## src/rtl/cpu_pkg.sv

```systemverilog
// Shared definitions for the 10-bit CPU: word width, sequencing codes and
// fetch FSM states.
package cpu_pkg;

  localparam int unsigned WORD_W = 10;

  typedef logic [WORD_W-1:0] word_t;

  typedef enum logic [1:0] {
    FOP_NEXT = 2'd0,
    FOP_JUMP = 2'd1,
    FOP_JR   = 2'd2,
    FOP_HALT = 2'd3
  } fetch_op_e;

  typedef enum logic [1:0] {
    IDLE  = 2'd0,
    FETCH = 2'd1,
    ISSUE = 2'd2,
    HALT  = 2'd3
  } state_e;

endpackage

```

## src/rtl/fetch_unit_if.sv

```systemverilog
// Instruction-memory read channel plus the decoder instruction/sequencing
// handshake; master is the fetch unit, slave is the memory/decoder side.
interface fetch_unit_if;
  import cpu_pkg::*;

  logic  imem_req;
  word_t imem_addr;
  logic  imem_ack;
  word_t imem_rdata;

  word_t      instr;
  logic       instr_valid;
  logic [1:0] fetch_op;
  logic       jump_control;
  word_t      jmp_addr;
  logic       branch_cond;
  word_t      jr_addr;

  modport master (
    output imem_req, imem_addr, instr, instr_valid,
    input  imem_ack, imem_rdata, fetch_op, jump_control, jmp_addr,
           branch_cond, jr_addr
  );

  modport slave (
    input  imem_req, imem_addr, instr, instr_valid,
    output imem_ack, imem_rdata, fetch_op, jump_control, jmp_addr,
           branch_cond, jr_addr
  );

endinterface

```

## src/rtl/next_pc_calc.sv

```systemverilog
// Combinational next-PC selection from the decoder's sequencing response.
// All arithmetic is 10-bit and wraps silently.
module next_pc_calc
  import cpu_pkg::*;
(
  input  word_t     pc,
  input  fetch_op_e fetch_op,
  input  logic      jump_control,
  input  logic      branch_cond,
  input  word_t     jmp_addr,
  input  word_t     jr_addr,
  output word_t     pc_next,
  output word_t     pc_plus1
);

  word_t pc_rel;

  always_comb begin
    pc_plus1 = pc + word_t'(1);
    // jmp_addr is already sign-extended, so a plain modular add gives pc + offset
    pc_rel   = pc + jmp_addr;
    pc_next  = pc_plus1;
    case (fetch_op)
      FOP_NEXT: pc_next = pc_plus1;
      FOP_JUMP: pc_next = (jump_control || branch_cond) ? pc_rel : pc_plus1;
      FOP_JR:   pc_next = jr_addr;
      FOP_HALT: pc_next = pc;
      default:  pc_next = pc_plus1;
    endcase
  end

endmodule

```

## src/rtl/fetch_unit.sv

```systemverilog
// Instruction fetch and sequencing: owns the PC, reads instruction memory over
// req/ack, issues each word to the decoder for one cycle, then steps the PC.
module fetch_unit
  import cpu_pkg::*;
#(
  parameter word_t       RESET_PC = '0,
  parameter int unsigned MAX_WAIT = 8
) (
  input  logic          clk,
  input  logic          rst_n,
  fetch_unit_if.master  bus,
  output word_t         pc,
  output word_t         pc_plus1,
  output logic          halted,
  output logic          fault,
  output logic [15:0]   icount
);

  localparam logic [7:0] WAIT_LAST = 8'(MAX_WAIT - 1);

  state_e      state_q,  state_d;
  word_t       pc_q,     pc_d;
  word_t       instr_q,  instr_d;
  logic [15:0] icount_q, icount_d;
  logic [7:0]  wait_q,   wait_d;
  logic        req_q,    req_d;
  logic        valid_q,  valid_d;
  logic        halted_q, halted_d;
  logic        fault_q,  fault_d;

  fetch_op_e   fop;
  word_t       pc_next;

  assign fop = fetch_op_e'(bus.fetch_op);

  next_pc_calc u_next_pc (
    .pc           (pc_q),
    .fetch_op     (fop),
    .jump_control (bus.jump_control),
    .branch_cond  (bus.branch_cond),
    .jmp_addr     (bus.jmp_addr),
    .jr_addr      (bus.jr_addr),
    .pc_next      (pc_next),
    .pc_plus1     (pc_plus1)
  );

  always_comb begin
    state_d  = state_q;
    pc_d     = pc_q;
    instr_d  = instr_q;
    icount_d = icount_q;
    wait_d   = wait_q;
    fault_d  = fault_q;
    case (state_q)
      IDLE: state_d = FETCH;
      FETCH: begin
        if (bus.imem_ack) begin
          instr_d = bus.imem_rdata;
          wait_d  = '0;
          state_d = ISSUE;
        end else begin
          wait_d = wait_q + 8'd1;
          if (wait_q == WAIT_LAST) begin
            fault_d = 1'b1;
            state_d = HALT;
          end
        end
      end
      ISSUE: begin
        icount_d = icount_q + 16'd1;
        pc_d     = pc_next;
        state_d  = (fop == FOP_HALT) ? HALT : FETCH;
      end
      HALT: state_d = HALT;
      default: state_d = IDLE;
    endcase
    // Outputs are registered by decoding the state being entered
    req_d    = (state_d == FETCH);
    valid_d  = (state_d == ISSUE);
    halted_d = (state_d == HALT);
  end

  always_ff @(posedge clk or negedge rst_n) begin
    if (!rst_n) begin
      state_q  <= IDLE;
      pc_q     <= RESET_PC;
      instr_q  <= '0;
      icount_q <= '0;
      wait_q   <= '0;
      req_q    <= 1'b0;
      valid_q  <= 1'b0;
      halted_q <= 1'b0;
      fault_q  <= 1'b0;
    end else begin
      state_q  <= state_d;
      pc_q     <= pc_d;
      instr_q  <= instr_d;
      icount_q <= icount_d;
      wait_q   <= wait_d;
      req_q    <= req_d;
      valid_q  <= valid_d;
      halted_q <= halted_d;
      fault_q  <= fault_d;
    end
  end

  assign bus.imem_req    = req_q;
  assign bus.imem_addr   = pc_q;
  assign bus.instr       = instr_q;
  assign bus.instr_valid = valid_q;
  assign pc              = pc_q;
  assign halted          = halted_q;
  assign fault           = fault_q;
  assign icount          = icount_q;

  a_fault_halted: assert property (@(posedge clk) disable iff (!rst_n)
    fault_q |-> halted_q);
  a_req_fetch: assert property (@(posedge clk) disable iff (!rst_n)
    req_q == (state_q == FETCH));
  a_valid_issue: assert property (@(posedge clk) disable iff (!rst_n)
    valid_q == (state_q == ISSUE));
  a_halt_absorb: assert property (@(posedge clk) disable iff (!rst_n)
    (state_q == HALT) |=> (state_q == HALT) && (pc_q == $past(pc_q)));

endmodule

```

## src/flat_wrapper.sv

```systemverilog
// flat-port wrapper written by rule: the top's interface ports become plain ports
module fetch_unit_flat import cpu_pkg::*;
#(
  parameter word_t       RESET_PC = '0,
  parameter int unsigned MAX_WAIT = 8
)
  (clk, rst_n, pc, pc_plus1, halted, fault, icount, bus_imem_req, bus_imem_addr, bus_instr, bus_instr_valid, bus_imem_ack, bus_imem_rdata, bus_fetch_op, bus_jump_control, bus_jmp_addr, bus_branch_cond, bus_jr_addr);
  fetch_unit_if bus_i ();
  input  logic clk;
  input  logic rst_n;
  output word_t pc;
  output word_t pc_plus1;
  output logic halted;
  output logic fault;
  output logic [15:0] icount;
  output wire logic [$bits(bus_i.imem_req)-1:0] bus_imem_req;
  output wire logic [$bits(bus_i.imem_addr)-1:0] bus_imem_addr;
  output wire logic [$bits(bus_i.instr)-1:0] bus_instr;
  output wire logic [$bits(bus_i.instr_valid)-1:0] bus_instr_valid;
  input wire logic [$bits(bus_i.imem_ack)-1:0] bus_imem_ack;
  input wire logic [$bits(bus_i.imem_rdata)-1:0] bus_imem_rdata;
  input wire logic [$bits(bus_i.fetch_op)-1:0] bus_fetch_op;
  input wire logic [$bits(bus_i.jump_control)-1:0] bus_jump_control;
  input wire logic [$bits(bus_i.jmp_addr)-1:0] bus_jmp_addr;
  input wire logic [$bits(bus_i.branch_cond)-1:0] bus_branch_cond;
  input wire logic [$bits(bus_i.jr_addr)-1:0] bus_jr_addr;
  assign bus_imem_req = bus_i.imem_req;
  assign bus_imem_addr = bus_i.imem_addr;
  assign bus_instr = bus_i.instr;
  assign bus_instr_valid = bus_i.instr_valid;
  assign bus_i.imem_ack = bus_imem_ack;
  assign bus_i.imem_rdata = bus_imem_rdata;
  assign bus_i.fetch_op = bus_fetch_op;
  assign bus_i.jump_control = bus_jump_control;
  assign bus_i.jmp_addr = bus_jmp_addr;
  assign bus_i.branch_cond = bus_branch_cond;
  assign bus_i.jr_addr = bus_jr_addr;
  fetch_unit #(.RESET_PC(RESET_PC), .MAX_WAIT(MAX_WAIT)) u_core (.clk(clk), .rst_n(rst_n), .bus(bus_i), .pc(pc), .pc_plus1(pc_plus1), .halted(halted), .fault(fault), .icount(icount));
endmodule
```

## config.mk

```make
export PLATFORM = sky130hd
export DESIGN_NAME = fetch_unit_flat
export DESIGN_NICKNAME = d
export VERILOG_FILES = /design/src/rtl/cpu_pkg.sv /design/src/rtl/fetch_unit_if.sv /design/src/rtl/next_pc_calc.sv /design/src/rtl/fetch_unit.sv /design/src/flat_wrapper.sv
export SDC_FILE = /design/constraint.sdc
export NUM_CORES = 1
export LEC_CHECK = 0
export BUFFER_PORTS_ARGS = -buffer_cell sky130_fd_sc_hd__buf_4
export CAP_MARGIN = 15
export CELL_PAD_IN_SITES_DETAIL_PLACEMENT = 1
export CELL_PAD_IN_SITES_GLOBAL_PLACEMENT = 1
export CORE_MARGIN = 2
export CORE_UTILIZATION = 30
export CTS_CLUSTER_DIAMETER = 120
export DETAILED_ROUTE_END_ITERATION = 10
export GPL_TIMING_DRIVEN = 1
export PLACE_DENSITY_LB_ADDON = 0.1
export SYNTH_ARGS = -nofsm -noshare
export SYNTH_HDL_FRONTEND = slang
export SYNTH_SLANG_ARGS = --single-unit
```

## constraint.sdc

```tcl
create_clock -name clk -period 2.55 [get_ports clk]
set_input_delay 0.6375 -clock clk [delete_from_list [all_inputs] [get_ports clk]]
set_output_delay 0.6375 -clock clk [all_outputs]
set_load 0.03 [all_outputs]
```

# After elaboration in Yosys (flattened, before gate mapping)
# Cells that the tools add are included.
dict set report word_totals {
  out_inout_bits 60
  input_bits 37
  register_bits 50
}
dict set report classes {
  bitwise 2
  reduce_logical 6
  addsub 4
  n_mux 7
  eq_ne 10
}
# cell n
set op_table {}
lappend op_table {{case mux 10 bit (3 select lines)} 1}
lappend op_table {{adder 16 x 1 -> 16 bit, second input constant} 1}
lappend op_table {{equality test 2 bit, second input constant} 6}
lappend op_table {{adder 10 x 1 -> 10 bit, second input constant} 1}
lappend op_table {{adder 10 bit} 1}
lappend op_table {{two-way mux 10 bit} 1}
lappend op_table {{adder 8 x 1 -> 8 bit, second input constant} 1}
lappend op_table {{equality test 8 x 3 -> 1 bit, second input constant} 1}
lappend op_table {{two-way mux 8 bit} 1}
lappend op_table {{case mux 2 bit (4 select lines)} 1}
lappend op_table {{equality test 2 x 1 -> 1 bit, second input constant} 3}
lappend op_table {{two-way mux 2 bit} 3}
lappend op_table {{zero test 2 bit} 2}
lappend op_table {{AND reduction 2 bit} 2}
lappend op_table {{AND reduction 3 bit} 1}
lappend op_table {{inverter 1 bit} 2}
lappend op_table {{logical OR 1 bit} 1}

# Longest topological paths before layout
dict set report depth {
  depth_word 5
  depth_mapped 9
}

# Modules after synthesis
# From an unflattened synthesis, not the netlist that was laid out.
dict set report hier_totals {
  cells_unflattened 339
  area_unflattened_um2 3081.7
}
# mod cells_each instances area_per_inst_um2
set modules_own_cells {}
lappend modules_own_cells {fetch_unit 194 1 2137.0}
lappend modules_own_cells {next_pc_calc 145 1 944.7}

# Worst setup path after synthesis
# Ideal clock, no wire load.
dict set report synth_timing {
  kind {reg2out}
  startpoint {register u_core.pc_q[0], in the netlist u_core.bus.imem_addr[0]}
  endpoint {output pc_plus1[6]}
  required_time_ns 1.913
  stages_incl_launch_ff 5
  slack_ns 0.115
  t_arrival_ns 1.797
  path_cell_list {dfrtp_1 > ha_1 > and3_1 > nand3_1 > xnor2_1}
}
dict set report synth_between {
  elab_chain_cells 1
}
# item line_no
set synth_lines {}
lappend synth_lines {{start, declared} fetch_unit.sv:22} ;# word_t pc_q, pc_d;
lappend synth_lines {{start signal, assigned} fetch_unit.sv:96} ;# pc_q <= pc_d;
lappend synth_lines {{adder 10 x 1 -> 10 bit} next_pc_calc.sv:19} ;# pc_plus1 = pc + word_t'(1);
lappend synth_lines {{end, declared} flat_wrapper.sv:12} ;# output word_t pc_plus1;
# No other way between the ends.

# Worst setup path in the final report
dict set report layout_timing {
  startpoint {register u_core.pc_q[3], in the netlist u_core.bus.imem_addr[3]}
  endpoint {output pc_plus1[9]}
}
# The elaborated chain is that of the path after synthesis.

==> out/qor.txt <==
delay-heaviest family, CP - buffers and inverters
slew margin rel. - 0.558
clk root buf - clkbuf_8
Max Cap Viol - 0
synth unique cells - 54
Final ANT Viol Nets - 0
post-DR vias/cell - 4.98
Post-Syn Area - 3070 um2
fin nets - 500
Placed Instances - 569
htree depth - 2
Synth area leader - dfrtp_1
Fin Setup TNS - 0 ns
CTS tree - done
row count - 36
final hold vios - 0
cell count after synthesis - 346
cts bufs inserted - 5
crit path max fanout - 4
clock sink total - 50
status - complete, no violations
fmax - 402 MHz
slowest stage delay, CP - 0.45 ns
Die W - 105 um
top cell type's share of synthesized area - 0.407
crit path DAT - 1.85 ns
power per cell area - 1000 nW/um2
first-pass GRT wire length - 14.8 mm
total detailed-routing wirelength - 9.05 mm
NetSw - 0.00194 W
remaining global-route overflow - 0
Max Root-Sink Buffers - 2
P_leak - 1.95 nW
drt drc - 0
crit end category - output port
post-synthesis async set-or-reset flop share - 1.00
predominant post-synthesis flop cell - dfrtp_1
area delta synth->final - 33.6%
die area - 11100 um2
Fin Hold WS - 0.350 ns
Port Buffers - 96
Die H - 105 um
final setup vio count - 0
Crit-path slowest cell - dfrtp_1
wire length on met1 - 4.34 mm
period utilization - 0.975
# IOs - 97
top layer in use - met4
clock slew at the register clock pins of the worst setup and hold paths - 0.10 ns
antenna cells - 0
CP Class - reg -> out
worst slew pin tran - 0.664 ns
Synth Net Count - 399
reg2reg end - u_core.bus.imem_addr[8]
DR WL/cell - 15.6 um
Final HPWL DP - 6.98 mm
Yosys reg bits - 50
Iter 0 DRT Violations - 92
largest net degree at the start of global routing - 51
Peak supply drop - 0.000419 V
# fillers - 1153
fin area - 4110 um2
RSZ-0062 raised after global routing - yes
Clock Power Share - 0.143
Seq/Total Area, Yosys - 0.407
crit-path cells - nand4_1 -> buf_4 -> nor4_4 -> buf_4 -> xnor2_2 -> buf_6
crit path time final - 2.49 ns
dpl cell area - 3930 um2
vias in the first global route - 2936
initial antenna violation count - 0
Worst Setup Slack, final - 0.0646 ns
Finished Layout Cells - 581
Combinational Power Share - 0.557
Flop pwr share - 0.300
internal power - 0.00217 W
DR pass1 iterations - 4
Core Footprint - 9860 um2
clock latency on the worst-skew pair - 0.31 ns
Starting Density - 0.311
metal3 WL - 397 um
cts hold-fix bufs - 0
Worst Hold Class - in -> async
Buf/Inv on CP - 3
startpoint types - flip-flop
ranking of synthesized cells by area - dfrtp_1 41%, nand2_1 6.8%, ha_1 6.1%
Pins Over Slew Limit - 0
YS warnings - 0
WL met2 - 4.22 mm
Reg2Reg Depth - 9
pre-CTS WS - -0.113 ns
clk_skew - 0.00752 ns
worst endpoint required time - 1.91 ns
number of synthesized flops with an enable pin - 0
Register-to-Register Setup Slack - 0.20 ns
layout cells sized above 1 - 0.310
Tot GR Track Use - 0.163
Via Count - 2893
switch share - 0.472
Routability Congestion - 0.789
CP most frequent cell - buf_4
Crit Reg-Reg Startpoint - u_core.bus.imem_addr[0]
Avg Inst Size Synth - 8.88 um2
==> metrics by stage <==
step                      power [W]  utilization
after floorplan             0.00269            -
after global placement      0.00349        0.399
after detailed placement    0.00352        0.399
after CTS                   0.00412        0.410
after global routing        0.00438        0.416
final                       0.00411        0.416
==> layout by cell type, fill, tap and decap left out, types with 4 or more instances in the layout <==
cell	count
a211oi_1	6
a21oi_1	14
nor4_1	4
o21ai_0	25
nand3_1	12
and3_1	5
dfrtp_1	47
ha_1	15
clkbuf_8	5
xnor2_1	16
buf_4	113
nand4_1	10
nand2b_1	5
nor2_1	27
nand2_1	56
xor2_1	7
inv_1	16
==> how the worst max path moves through the flow <==
stage	from	to	slack, ns	cells past startpoint
final	u_core.bus.imem_addr[3]	pc_plus1[9]	0.06	6
after detailed placement	bus_jmp_addr[0]	u_core.bus.imem_addr[8]	-0.11	10
after global placement	bus_jmp_addr[0]	u_core.bus.imem_addr[8]	-0.05	10
after floorplan	u_core.bus.imem_addr[0]	pc_plus1[6]	0.12	4
after CTS	u_core.bus.imem_addr[0]	pc_plus1[7]	0.03	5
after global routing	u_core.bus.imem_addr[1]	pc_plus1[9]	-0.04	6
==> sequential cells by signal, summed over array words and instances (netlist names) <==
signal and flops:
u_core.icount 16, u_core.bus.imem_addr 10, u_core.bus.instr 10, u_core.wait_q 8
u_core.state_q 2, u_core.bus.imem_req 1, u_core.bus.instr_valid 1, u_core.fault 1
u_core.halted 1
==> final cells by class <==
| cell class | instances | area (um2) | share of cell area |
|---|---|---|---|
| tap | 133 | 166 | 0.0405 |
| multi-input combinational | 260 | 1650 | 0.402 |
| clock buffer | 5 | 68.8 | 0.0168 |
| inverter | 16 | 60.1 | 0.0146 |
| timing repair buffer | 114 | 860 | 0.209 |
| clock inverter | 3 | 43.8 | 0.0107 |
| sequential | 50 | 1250 | 0.306 |
==> cell usage after synthesis, types with 3 or more instances <==
library cell,n
nand2_1,56
dfrtp_1,50
nor2_1,28
o21ai_0,25
xnor2_1,18
inv_1,16
ha_1,15
a21oi_1,14
nand3_1,12
buf_4,10
nand4_1,10
xor2_1,7
a211oi_1,6
and3_1,5
clkbuf_1,5
nand2b_1,5
nor4_1,4
a2111oi_0,3
a21boi_0,3
a31oi_1,3
nor2b_1,3
o22ai_1,3
or2_2,3
==> metal layers <==
layer  vias to the layer above  track usage
li1                       1411            -
met1                      1410        0.226
met2                        63        0.262
met3                         9       0.0318
met4                         0       0.0362
met5                         -            0
==> power groups by stage <==
stage	registers [W]	clock network [W]	logic, W
finish	0.00123	0.000587	0.00229
detailed placement	0.00125	0	0.00227
CTS	0.00124	0.000606	0.00228
floorplan	0.00154	0	0.00115
global placement	0.00124	0	0.00225
global route	0.00127	0.000631	0.00248
==> kinds of logic (layout without fill, tap and decap cells) <==
logic type,count (synthesis),count (layout),synth area share
AOI/OAI and AO/OA,77,77,0.163
buffers and inverters,36,138,0.0623
adders and majority gates,16,16,0.0676
and+or+nand+nor,139,139,0.218
xor gates and xnor gates,25,25,0.0713
DFF,50,50,0.407
muxes,3,3,0.0106
==> timing repair <==
action | in CTS | in global routing
hold endpoints to repair | 0 | 0
resized for setup | 2 | 6
endpoints found under the setup margin | 2 | 5
pin swaps | 1 | 2
setup buffers | 0 | 4
Power figures use the tool's default switching activity.
